**config.mk**
```make
export PLATFORM = sky130hd
export DESIGN_NAME = pb_sw_conditioner
export DESIGN_NICKNAME = d
export VERILOG_FILES = /design/src/rtl/pb_sw_conditioner.sv
export SDC_FILE = /design/constraint.sdc
export NUM_CORES = 1
export LEC_CHECK = 0
export ABC_AREA = 1
export BUFFER_PORTS_ARGS = -buffer_cell sky130_fd_sc_hd__buf_2
export CELL_PAD_IN_SITES_DETAIL_PLACEMENT = 1
export CELL_PAD_IN_SITES_GLOBAL_PLACEMENT = 2
export CORE_ASPECT_RATIO = 0.7
export CORE_MARGIN = 4
export CORE_UTILIZATION = 30
export CTS_BUF_LIST = sky130_fd_sc_hd__clkbuf_16
export CTS_CLUSTER_SIZE = 14
export DETAILED_ROUTE_END_ITERATION = 8
export PLACE_DENSITY = 0.63
export SYNTH_ARGS = -nofsm -noshare
export SYNTH_HDL_FRONTEND = slang
export SYNTH_SLANG_ARGS = --single-unit
export TNS_END_PERCENT = 5
```
**constraint.sdc**
```tcl
create_clock -name clk_i -period 1.8 [get_ports clk_i]
set_input_delay 0.36 -clock clk_i [delete_from_list [all_inputs] [get_ports clk_i]]
set_output_delay 0.36 -clock clk_i [all_outputs]
set_load 0.02 [all_outputs]
```
**src/rtl/pb_sw_conditioner.sv**
```systemverilog
// -----------------------------------------------------------------------------
// pb_sw_conditioner
//
// Conditions the board's raw push-button and slide-switch pins before they
// reach the debugger core. Each of the 12 pins is passed through a two-flop
// synchronizer into the clk_i domain. It is then debounced by its own counter
// and produces a clean level plus one-cycle edge strobes.
//
// Ports:
//   clk_i         single clock, rising edge
//   rst_i         synchronous active-high reset
//   pb_i[3:0]     raw push-button pins (asynchronous)
//   sw_i[7:0]     raw slide-switch pins (asynchronous)
//   pb_level_o    debounced button levels, 1 = pressed
//   pb_press_o    one-cycle strobe per button on a 0->1 level change
//   pb_release_o  one-cycle strobe per button on a 1->0 level change
//   sw_level_o    debounced switch levels
//   sw_change_o   one-cycle strobe when any switch level changes
//
// Channel layout inside the block: bits [3:0] are buttons, bits [11:4] are
// switches.
// -----------------------------------------------------------------------------
module pb_sw_conditioner #(
    parameter int DEBOUNCE_CYCLES = 250000,
    parameter int CNT_W           = 18,
    parameter bit PB_ACTIVE_LOW   = 1'b0
) (
    input  logic       clk_i,
    input  logic       rst_i,
    input  logic [3:0] pb_i,
    input  logic [7:0] sw_i,
    output logic [3:0] pb_level_o,
    output logic [3:0] pb_press_o,
    output logic [3:0] pb_release_o,
    output logic [7:0] sw_level_o,
    output logic       sw_change_o
);

    localparam int               N_CH     = 12;
    localparam logic [CNT_W-1:0] CNT_LAST = CNT_W'(DEBOUNCE_CYCLES - 1);
    localparam logic [CNT_W-1:0] CNT_ONE  = CNT_W'(1);
    localparam logic [3:0]       PB_INV   = PB_ACTIVE_LOW ? 4'hF : 4'h0;

    logic [N_CH-1:0]  sync1;
    logic [N_CH-1:0]  sync2;
    logic [N_CH-1:0]  synced;
    logic [N_CH-1:0]  stable;
    logic [N_CH-1:0]  stable_nxt;
    logic [CNT_W-1:0] cnt     [N_CH];
    logic [CNT_W-1:0] cnt_nxt [N_CH];
    logic [3:0]       pb_press;
    logic [3:0]       pb_release;
    logic             sw_change;

    // Inversion sits after the second flop so the synchronizer itself only
    // ever sees raw pin values.
    assign synced = {sync2[11:4], sync2[3:0] ^ PB_INV};

    // Debounce decision. The counter tracks how many consecutive cycles the
    // synchronized value has disagreed with the stable value. It clears
    // whenever they agree, so any glitch shorter than DEBOUNCE_CYCLES is
    // forgotten. Clearing at CNT_LAST also means the counter can never wrap.
    always_comb begin
        stable_nxt = stable;
        for (int i = 0; i < N_CH; i++) begin
            cnt_nxt[i] = '0;
            if (synced[i] != stable[i]) begin
                if (cnt[i] == CNT_LAST) begin
                    stable_nxt[i] = synced[i];
                end else begin
                    cnt_nxt[i] = cnt[i] + CNT_ONE;
                end
            end
        end
    end

    always_ff @(posedge clk_i) begin
        if (rst_i) begin
            sync1      <= '0;
            sync2      <= '0;
            stable     <= '0;
            pb_press   <= '0;
            pb_release <= '0;
            sw_change  <= 1'b0;
            for (int i = 0; i < N_CH; i++) begin
                cnt[i] <= '0;
            end
        end else begin
            sync1  <= {sw_i, pb_i};
            sync2  <= sync1;
            stable <= stable_nxt;
            for (int i = 0; i < N_CH; i++) begin
                cnt[i] <= cnt_nxt[i];
            end
            // Strobes are computed from the next stable value. They
            // therefore land in the same cycle the level output first shows
            // the change.
            pb_press   <= stable_nxt[3:0] & ~stable[3:0];
            pb_release <= ~stable_nxt[3:0] & stable[3:0];
            sw_change  <= |(stable_nxt[11:4] ^ stable[11:4]);
        end
    end

    assign pb_level_o   = stable[3:0];
    assign sw_level_o   = stable[11:4];
    assign pb_press_o   = pb_press;
    assign pb_release_o = pb_release;
    assign sw_change_o  = sw_change;

endmodule

```
* Word level (Yosys, flattened, before mapping) *
Memory sizes are Yosys's and may differ from the RTL's.
Index checks and enable logic that the tools add are counted.

operators by class
  add/subtract/negate cells = 12
  eq/ne operators = 24
  multiplexer cells = 63
  bitwise logic cells = 17
  reductions and logical operators = 1

operator list
  operator               count
  $mux 18                36
  $add 18x1->18 const B  12
  $eq 18x18->1 const B   12
  $mux 1                 27
  $ne 1x1->1             12
  $or 1x1->1             12
  $and 4x4->4            2
  $not 4->4              2
  $reduce_or 8->1        1
  $xor 8x8->8            1

word-level totals
  register bits after elaboration = 45
  RAM bits = 216
  output and inout port bits = 21
  logic and storage cells = 124
  memories = 1

memories
  memory  depth  width  rd ports  clocked after memory_dff  write ports  line  text
  cnt     12     18     12        0                         12           49    logic [CNT_W-1:0] cnt [N_CH];

* Depth between registers and ports, before layout *
Gate-level depths: netlist (run 1).

  word-level depth = 5
  gate-level depth with buffers = 11

* Worst setup path after synthesis (run 1) *
OpenSTA, ideal clock, no wires.

  kind = reg2reg
  from = memory cnt[6][0], in the netlist cnt[1][36]
  to = memory cnt[6][12], in the netlist cnt[1][48]
  arrival = 1373 ps
  required time = 1677 ps
  setup slack = 305 ps
  stages on the path, launching flop included = 8
  clock period less this slack = 1495 ps
  cell sequence = dfxtp_1 > ha_1 > nand3_1 > nor3_1 > nand2_1 > nand3_2 > buf_6 > nor3_2

RTL lines
  what             line
  start, declared  49

==> results of run 1 <==
==> Yosys cell counts (all sizes together), types with 2 or more instances <==
cell / number / area [um2]
clkbuf: 4 / 15.0
dfxtp: 261 / 5230
xnor2: 18 / 158
buf: 13 / 100
o21a: 2 / 15.0
nand3: 114 / 616
nand2: 261 / 1030
a31oi: 8 / 50.1
o21bai: 5 / 37.5
a211oi: 3 / 22.5
nor3: 69 / 429
xor2: 68 / 596
o21ai: 35 / 175
inv: 238 / 893
or2: 18 / 113
ha: 12 / 150
nor4: 6 / 37.5
a21oi: 76 / 384
nand4: 43 / 294
nor2: 300 / 1230
nor3b: 23 / 193
nand3b: 6 / 45.0
and3: 2 / 12.5
==> metrics by stage <==
| step | setup slack, ns | total power (W) | hold slack, ns |
|---|---|---|---|
| final | 0.185 | 0.0128 | 0.0670 |
| after global routing | 0.000171 | 0.0134 | 0.0489 |
| after CTS | 0.0725 | 0.0131 | 0.0374 |
| after detailed placement | 0.0994 | 0.00614 | 0.399 |
| after global placement | 0.133 | 0.00613 | 0.394 |
| after floorplan | 0.305 | 0.00605 | 0.388 |
==> final timing paths <==
| kind | end | slack, ns | depth (start not counted) |
|---|---|---|---|
| setup reg to reg | cnt[2][65]$_SDFF_PP0_ | 0.18 | 8 |
| hold / removal | pb_release_o[1]$_SDFF_PP0_ | 0.07 | 2 |
| setup / recovery | cnt[2][65]$_SDFF_PP0_ | 0.18 | 8 |
| hold reg to reg | sync2[4]$_SDFF_PP0_ | 0.40 | 2 |
==> final cells by class <==
type	count	area share (%)
Sequential cell	261	37.0
Timing Repair Buffer	81	4.26
Clock inverter	25	2.29
Multi-Input combinational cell	1071	40.0
Tap cell	527	4.66
Inverter	238	6.32
Clock buffer	31	5.49
==> sequential cells by signal (all words and copies together) (netlist names) <==
register	flops
cnt	216
stable	12
sync1	12
sync2	12
pb_press_o	4
pb_release_o	4
sw_change_o	1
==> cells by family (layout without fill, tap and decap cells) <==
group | after synthesis | in the layout | share of synthesized area, %
DFF | 261 | 261 | 44.1
AOI/OAI and AO/OA | 130 | 130 | 5.85
and+or+nand+nor | 843 | 843 | 33.9
adders and majority gates | 12 | 12 | 1.27
xor gates and xnor gates | 86 | 86 | 6.36
buffers and inverters | 255 | 375 | 8.52
==> timing repair <==
action | in CTS | in global routing
setup endpoints to repair | 0 | 46
hold buffers | 12 | 0
gates resized for setup | 0 | 13
endpoints found under the hold margin | 12 | 0
==> per-layer routing <==
layer,global-route usage (%),share of wire [%]
met1,20.4,55
met2,20.4,40
met3,2.56,3.0
met4,2.55,1.7
met5,0,0
==> layout by cell type, fill, tap and decap left out, drive strengths merged, types with 8 or more instances in the layout <==
cell / synthesis / final
dlygate4sd3: 0 / 12
or2: 18 / 18
a31oi: 8 / 8
nor3: 69 / 69
nand2: 261 / 261
nand3: 114 / 114
buf: 13 / 69
clkinv: 0 / 8
o21ai: 35 / 35
inv: 238 / 245
a21oi: 76 / 76
nor2: 300 / 300
xor2: 68 / 68
clkbuf: 4 / 31
bufinv: 0 / 8
dfxtp: 261 / 261
xnor2: 18 / 18
nor3b: 23 / 23
nand4: 43 / 43
ha: 12 / 12
==> power breakdown <==
part	leakage, nW	internal [W]	switching (W)	total (W)
clock network	0.558	0.00426	0.00253	0.00679
registers	2.11	0.00581	0.0000203	0.00583
logic	2.79	0.0000747	0.000117	0.000191
total	5.46	0.0101	0.00267	0.0128
==> worst max-delay path, stage by stage, from the launching register on <==
cell and delay [ns]:
dfxtp_1 0.35, ha_1 0.18, nand2_1 0.15, nor2_1 0.25, nand3_1 0.16, nand3_2 0.12, buf_12 0.16, a21oi_1 0.05
o21a_1 0.10
==> metrics, run 1 <==
status finished, final reports clean; PD cells 906 mW/mm2; Inst Count DP 2,166; Mean Syn Cell Area 7.46 um2; nets@finish 1,709; non-filler cells, final 2,234; Post-synth EDFFs 0; DRC viols 0; Async S/R FF share, synth 0%; mapped cell area 0.0118 mm2; net count after synthesis 1,613; area delta synth->final 19.5%; Vias 9,876; VDD IR max 610 uV; postcts setup bufs 0; Max Fclk 619 MHz; post-DR vias/cell 4.42; WP data required 2.25 ns; Overflow after GRT 0; Lkg Pwr 5.46 nW; CTS Buffer Depth 3; initial antenna violation count 0; worst hold start rst_i; CTS Root Cell clkbuf_16; count of final hold-check violations 0; clock sink count 261; fraction of layout cells with a size suffix above 1 12.7%; routed length per instance 12.9 um; Netlist cell types 39; CTS tree built; final WL 28.9 mm; num rows 60; Crit Path Max Fanout 18; Tmin final 1.62 ns; Routed Antenna Nets 0; H-tree levels 1; Core ar. 0.0387 mm2; Synth Instances 1,587; CP Launch Type flop; Starting Density 30.6%; fillers 4,689; IO buf count 34; GRT Resource Usage Total 13.6%; cts bufs inserted 30; antenna diode instance count 0; Slew Limit Fails 0; height of the die 174 um; Ports 35; Multi-input gate area 0.00566 mm2; Crit. Startpoint cnt[2][54]$_SDFF_PP0_; register area 0.00523 mm2; global-route wire length before repair 49.5 mm; Worst Hold Class input port to flop; relative slew slack 66.2%; Finished Core Util 36.6%; start of the worst register-to-register path cnt[2][54]$_SDFF_PP0_; DP HPWL 21.2 mm; RSZ-0062 raised after global routing false; largest net degree at the start of global routing 36; CP Data Arrival Time 2.07 ns; Crit Path Category flop to flop; Design Area, Final 0.0141 mm2; Worst-Margin Slew 0.507 ns; die area 0.0427 mm2; Max-Cap Viols 0; Seq/Total Area, Yosys 44.1%; number of global-route vias before repair 9,990; final setup vio count 0; clock slew at reported path FFs 0.06 ns; Die W 245 um; Max Clock Skew 0.00801 ns; Initial DRC Count 307; Placer Congestion 0.756; Syn. warnings 0; Worst-Skew Late Latency 0.56 ns; total negative slack 0 ns; DRT Pass-1 Iters 5; DP Area 0.0129 mm2; element type at the critical path end flop; #FFs+latches synth 261; Synth Flop Type dfxtp_1; Final period util 89.7%
(Power assumes the default switching activity.)
==> run 2, diff against run 1 <==
SETUP_SLACK_MARGIN = 0.4   (was unset)
==> run 2 against run 1 <==
Against the previous run:
- hold slack lost 0.036 ns
- routed wire length up 6.0%
- sequential power is essentially flat
- design area rose by 8.0%
- fmax is 9.8% higher
- highest routed layer unchanged
- critical path type unchanged
- total power shrank 5.1%
- clock power is 9.9% lower
- sequential share of layout area fell by 2.0 points
- via count is 3.6% higher
- first-iteration DRC count up 6.5%
- final cell count rose by 1.6%
- largest power group unchanged
==> metrics, run 2 (synthesis results as in run 1) <==
Crit Path Category flop to flop; post-DR vias/cell 4.51 (+2.0%); CTS tree built; Worst-Skew Late Latency 0.56 ns (about the same); routed length per instance 13.5 um (+4.3%); Overflow after GRT 0 (unchanged); Inst Count DP 2,158 (-0.37%); Max-Cap Viols 0 (unchanged); Placer Congestion 0.761 (+0.65%); IO buf count 34 (unchanged); antenna diode instance count 0 (unchanged); die area 0.0427 mm2 (unchanged); Lkg Pwr 5.81 nW (+6.4%); Slowest cell on crit path dfxtp_1; DRT Pass-1 Iters 6 (+1); fraction of layout cells with a size suffix above 1 24.7% (+12 points); DRC viols 0 (unchanged); Pwr Total 0.0121 W (-5.1%); Max Clock Skew 0.00982 ns (+0.00180 ns); dpl ws 0.0936 ns (-0.00577 ns); Slew Limit Fails 0 (unchanged); Crit Path Max Fanout 6 (-12); final WL 30.6 mm (+6.0%); global-route wire length before repair 52.1 mm (+5.3%); number of global-route vias before repair 10,300 (+3.6%); PD cells 796 mW/mm2 (-12%); CP Data Arrival Time 1.97 ns (-0.10 ns); height of the die 174 um (unchanged); CP Launch Type flop; largest net degree at the start of global routing 36 (unchanged); critical path, cell by cell inv_1, nor3_2, nand2_1, or3_1, a21oi_1; nets@finish 1,750 (+2.4%); Worst-Margin Slew 0.550 ns (+0.0430 ns); fillers 4,708 (+0.41%); total negative slack 0 ns (unchanged); Worst Hold Class input port to flop; Initial DRC Count 327 (+6.5%); GRT Resource Usage Total 14.3% (+0.76 points); VDD IR max 693 uV (+14%); clock sink count 261 (unchanged); RSZ-0062 raised after global routing true; Core ar. 0.0387 mm2 (unchanged); Final period util 81.7% (-8.0 points); Vias 10,200 (+3.6%); non-filler cells, final 2,270 (+1.6%); final setup vio count 0 (unchanged); Tmin final 1.47 ns (-0.144 ns); Die W 245 um (unchanged); Largest register FFs 216 (unchanged); H-tree levels 1 (unchanged); DP HPWL 21.0 mm (-0.72%); status finished, final reports clean; most common cell after layout, fill and taps aside nor2_1; element type at the critical path end flop; largest register by flop count cnt; WP data required 2.29 ns (+0.04 ns); CTS Root Cell clkbuf_16; initial antenna violation count 0 (unchanged); area delta synth->final 29.0%; CTS Buffer Depth 3 (unchanged); Finished Core Util 39.5% (+2.9 points); Max stage delay on crit path 0.36 ns (about the same); most frequent cells in the layout 248 x nor2_1, 221 x nand2_1, 221 x inv_1; final setup margin 0.329 ns (+0.144 ns); num rows 60 (unchanged); Ports 35 (unchanged); relative slew slack 63.2% (-3.0 points); Routed Antenna Nets 0 (unchanged); Max Fclk 680 MHz (+9.8%); Starting Density 30.6% (unchanged); count of final hold-check violations 0 (unchanged); cts bufs inserted 30 (unchanged); clock slew at reported path FFs 0.06 ns (about the same)
==> run 2: stage by stage <==
step	area (um2)	hold slack (ns)
4_1_cts	14600	0.00998
2_1_floorplan	11900	0.388
3_5_place_dp	12800	0.403
3_3_place_gp	12800	0.396
6_report	15300	0.0310
5_1_grt	15300	0.0273
==> run 2: where the power goes <==
part | total (W) | internal, W | leakage (nW) | switching [W]
Sequential | 0.00581 | 0.00579 | 2.14 | 0.0000234
Clock | 0.00612 | 0.00364 | 0.493 | 0.00248
Combinational | 0.000212 | 0.0000807 | 3.17 | 0.000131
Total | 0.0121 | 0.00951 | 5.81 | 0.00264
==> run 2: path summary, 6_finish.rpt <==
check	startpoint	end	slack [ns]	depth (start not counted)
min	sw_i[6]	sync1[10]$_SDFF_PP0_	0.03	3
min reg2reg	sync1[8]$_SDFF_PP0_	sync2[8]$_SDFF_PP0_	0.40	2
max	cnt[0][6]$_SDFF_PP0_	cnt[0][15]$_SDFF_PP0_	0.33	5
max reg2reg	cnt[0][6]$_SDFF_PP0_	cnt[0][15]$_SDFF_PP0_	0.33	5
==> run 2: area by class of cell <==
type	count	area [um2]	area share, %
clock inverter	20	188	1.23
timing repair buffer	116	917	6.01
sequential	261	5340	34.9
tap	527	659	4.32
clock buffer	31	776	5.08
multi-input combinational	1077	6500	42.6
inverter	238	896	5.87
==> run 2: layer usage <==
metal	track usage [%]	vias up	share of wire [%]
met2	20.8	57	40
li1	-	5340	-
met1	22.3	4806	55
met5	0	-	0
met4	2.76	0	1.9
met3	2.39	32	2.3
==> run 2: repair_timing <==
item / in CTS / in global routing
cloned: 6 / 1
hold buffers: 8 / 0
gates resized for setup: 148 / 129
setup buffers: 24 / 22
setup endpoints to repair: 239 / 253
endpoints found under the hold margin: 8 / 0
pin swaps: 30 / 39
==> run 2: worst max-delay path: cells and delay by family (launching register included) <==
family	cells	cell delay, ns
flip-flops	1	0.36
AO/OA/AOI/OAI	1	0.12
AND/OR/NAND/NOR	3	0.80
buffers and inverters	1	0.14
==> run 3, diff against run 2 <==
clock period = 1.5 ns   (was 1.8 ns; I/O delays follow)
==> run 3 against run 2 <==
Against the previous run:
- clock-buffer cell count is the same
- non-clock buffer count grew 100
- final cell count rose by 4.2%
- total power rose by 19%
- first-iteration DRC count is 27% higher
- clock skew is 0.00063 ns higher
- global-route usage grew 0.16 points
- critical path type unchanged
==> metrics, run 3 (synthesis results as in run 1) <==
status finished, final reports clean; initial antenna violation count 0 (unchanged); VDD IR max 804 uV (+16%); DP HPWL 22.7 mm (+8.0%); final setup vio count 0 (unchanged); Worst-Skew Late Latency 0.56 ns (about the same); clock sink count 261 (unchanged); Vias 10,500 (+2.6%); relative slew slack 66.4% (+3.2 points); Worst Hold Class input port to flop; global-route wire length before repair 52.8 mm (+1.4%); nets@finish 1,844 (+5.4%); RSZ-0062 raised after global routing true; Die W 245 um (unchanged); clock slew at reported path FFs 0.06 ns (about the same); H-tree levels 1 (unchanged); largest net degree at the start of global routing 36 (unchanged); largest register by flop count cnt; Initial DRC Count 415 (+27%); Reg2Reg Depth 8 (+3); most common cell after layout, fill and taps aside nor2_1; Max-Cap Viols 0 (unchanged); Placer Congestion 0.737 (-3.2%); CP dominant cell by count buf_4; critical path depth in cells 8 (+3); Core ar. 0.0387 mm2 (unchanged); CTS Buffer Depth 3 (unchanged); Crit Path Category flop to flop; Ports 35 (unchanged); Slowest cell on crit path dfxtp_1; critical path, cell by cell ha_4, nand2_1, inv_1, nand4_1, buf_4, buf_4, o21ai_0, a21oi_1; Max Fclk 681 MHz (+0.16%); Critical path buffers and inverters 3 (+2); Worst-Margin Slew 0.505 ns (-0.0454 ns); CP Launch Type flop; Max stage delay on crit path 0.37 ns (about the same); antenna diode instance count 0 (unchanged); number of global-route vias before repair 10,500 (+1.9%); IO buf count 34 (unchanged); routed length per instance 13.3 um (-1.2%); Finished Core Util 41.2% (+1.7 points); Final period util 97.9% (+16 points); Routed Antenna Nets 0 (unchanged); GRT Resource Usage Total 14.5% (+0.16 points); fillers 4,721 (+0.28%); Largest register FFs 216 (unchanged); area delta synth->final 34.7%; CTS Root Cell clkbuf_16; WP data required 1.94 ns (-0.35 ns); Overflow after GRT 0 (unchanged); CP Data Arrival Time 1.91 ns (-0.06 ns); DRC viols 0 (unchanged); num rows 60 (unchanged); DRT Pass-1 Iters 4 (-2); Starting Density 30.6% (unchanged); CTS tree built; cts bufs inserted 30 (unchanged); element type at the critical path end flop; most frequent cells in the layout 240 x nor2_1, 227 x inv_1, 222 x nand2_1; height of the die 174 um (unchanged); fraction of layout cells with a size suffix above 1 28.3% (+3.6 points); CP delay by family, top buffers and inverters; WHS Path Cells 3 (unchanged); PD cells 908 mW/mm2 (+14%); count of final hold-check violations 0 (unchanged); post-DR vias/cell 4.44 (-1.6%); Crit Path Max Fanout 3 (-3); final hold slack 0.0679 ns (+0.0369 ns); final WL 31.5 mm (+3.0%); Lkg Pwr 6.31 nW (+8.8%); Tmin final 1.47 ns (-0.00236 ns); Max Clock Skew 0.0104 ns (+0.000630 ns); Slew Limit Fails 0 (unchanged); die area 0.0427 mm2 (unchanged)
run 3: cell count changes in the layout (fill, tap and decap cells not counted), moves of 6 or more:
cell and delta:
dfxtp_2 +10, nand2_4 -6, inv_1 +6, buf_12 +8, nor2_4 -9, dfxtp_4 -10, buf_2 +8, nor2_2 +17
buf_4 +80, nor2_1 -8
run 3: final cells by class:
| cell class | instances | area (um2) | share of cell area (%) |
|---|---|---|---|
| multi-input cells | 1071 | 6350 | 39.9 |
| flip-flops and latches | 261 | 5310 | 33.3 |
| repair buffers | 216 | 1770 | 11.1 |
| inverters | 238 | 898 | 5.64 |
| clock buffers | 31 | 776 | 4.87 |
| well taps | 527 | 659 | 4.14 |
| clock inverters | 22 | 169 | 1.06 |
run 3: power by group:
group	switching, W	leakage (nW)	internal [W]
clock network	0.00299	0.491	0.00420
registers	0.0000259	2.14	0.00697
logic	0.000159	3.69	0.000133
total	0.00317	6.31	0.0113
run 3: timing repair:
item | CTS | global route
resized for setup | 77 | 140
endpoints found under the setup margin | 258 | 258
cloned | 0 | 2
pin swaps | 18 | 42
setup buffers | 16 | 14
hold buffers | 12 | 0
endpoints found under the hold margin | 12 | 0
run 3: stage by stage:
stage / setup slack, ns / cells / TNS [ns] / power [W] / instance area, um2
5_1_grt: -0.0701 / 2366 / -1.54 / 0.0151 / 15900
3_3_place_gp: -0.0341 / 2269 / -0.0474 / 0.00739 / 13900
2_1_floorplan: 0.131 / 1587 / 0 / 0.00726 / 12000
3_5_place_dp: -0.0725 / 2269 / -0.826 / 0.00740 / 13900
4_1_cts: 0.0160 / 2350 / 0 / 0.0148 / 15300
6_report: 0.0313 / 2366 / 0 / 0.0145 / 15900
run 3: worst paths after layout:
check                                      startpoint                    endpoint  slack, ns
worst max-delay path            cnt[1][18]$_SDFF_PP0_       cnt[1][28]$_SDFF_PP0_       0.03
worst min-delay path                            rst_i  pb_release_o[1]$_SDFF_PP0_       0.07
worst max register to register  cnt[1][18]$_SDFF_PP0_       cnt[1][28]$_SDFF_PP0_       0.03
worst min register to register    sync1[1]$_SDFF_PP0_         sync2[1]$_SDFF_PP0_       0.40
run 3: layer usage:
layer,vias up,track usage [%],routed length [um]
met5,-,0,0
met4,0,2.67,574
met3,44,2.25,674
met2,55,21.3,12800
met1,4890,22.5,17400
li1,5512,-,-
run 3: worst register-to-register path, cell delays in order, from the launching register on:
cell and delay, ns:
dfxtp_1 0.37, ha_4 0.17, nand2_1 0.05, inv_1 0.09, nand4_1 0.14, buf_4 0.18, buf_4 0.13, o21ai_0 0.16
a21oi_1 0.06
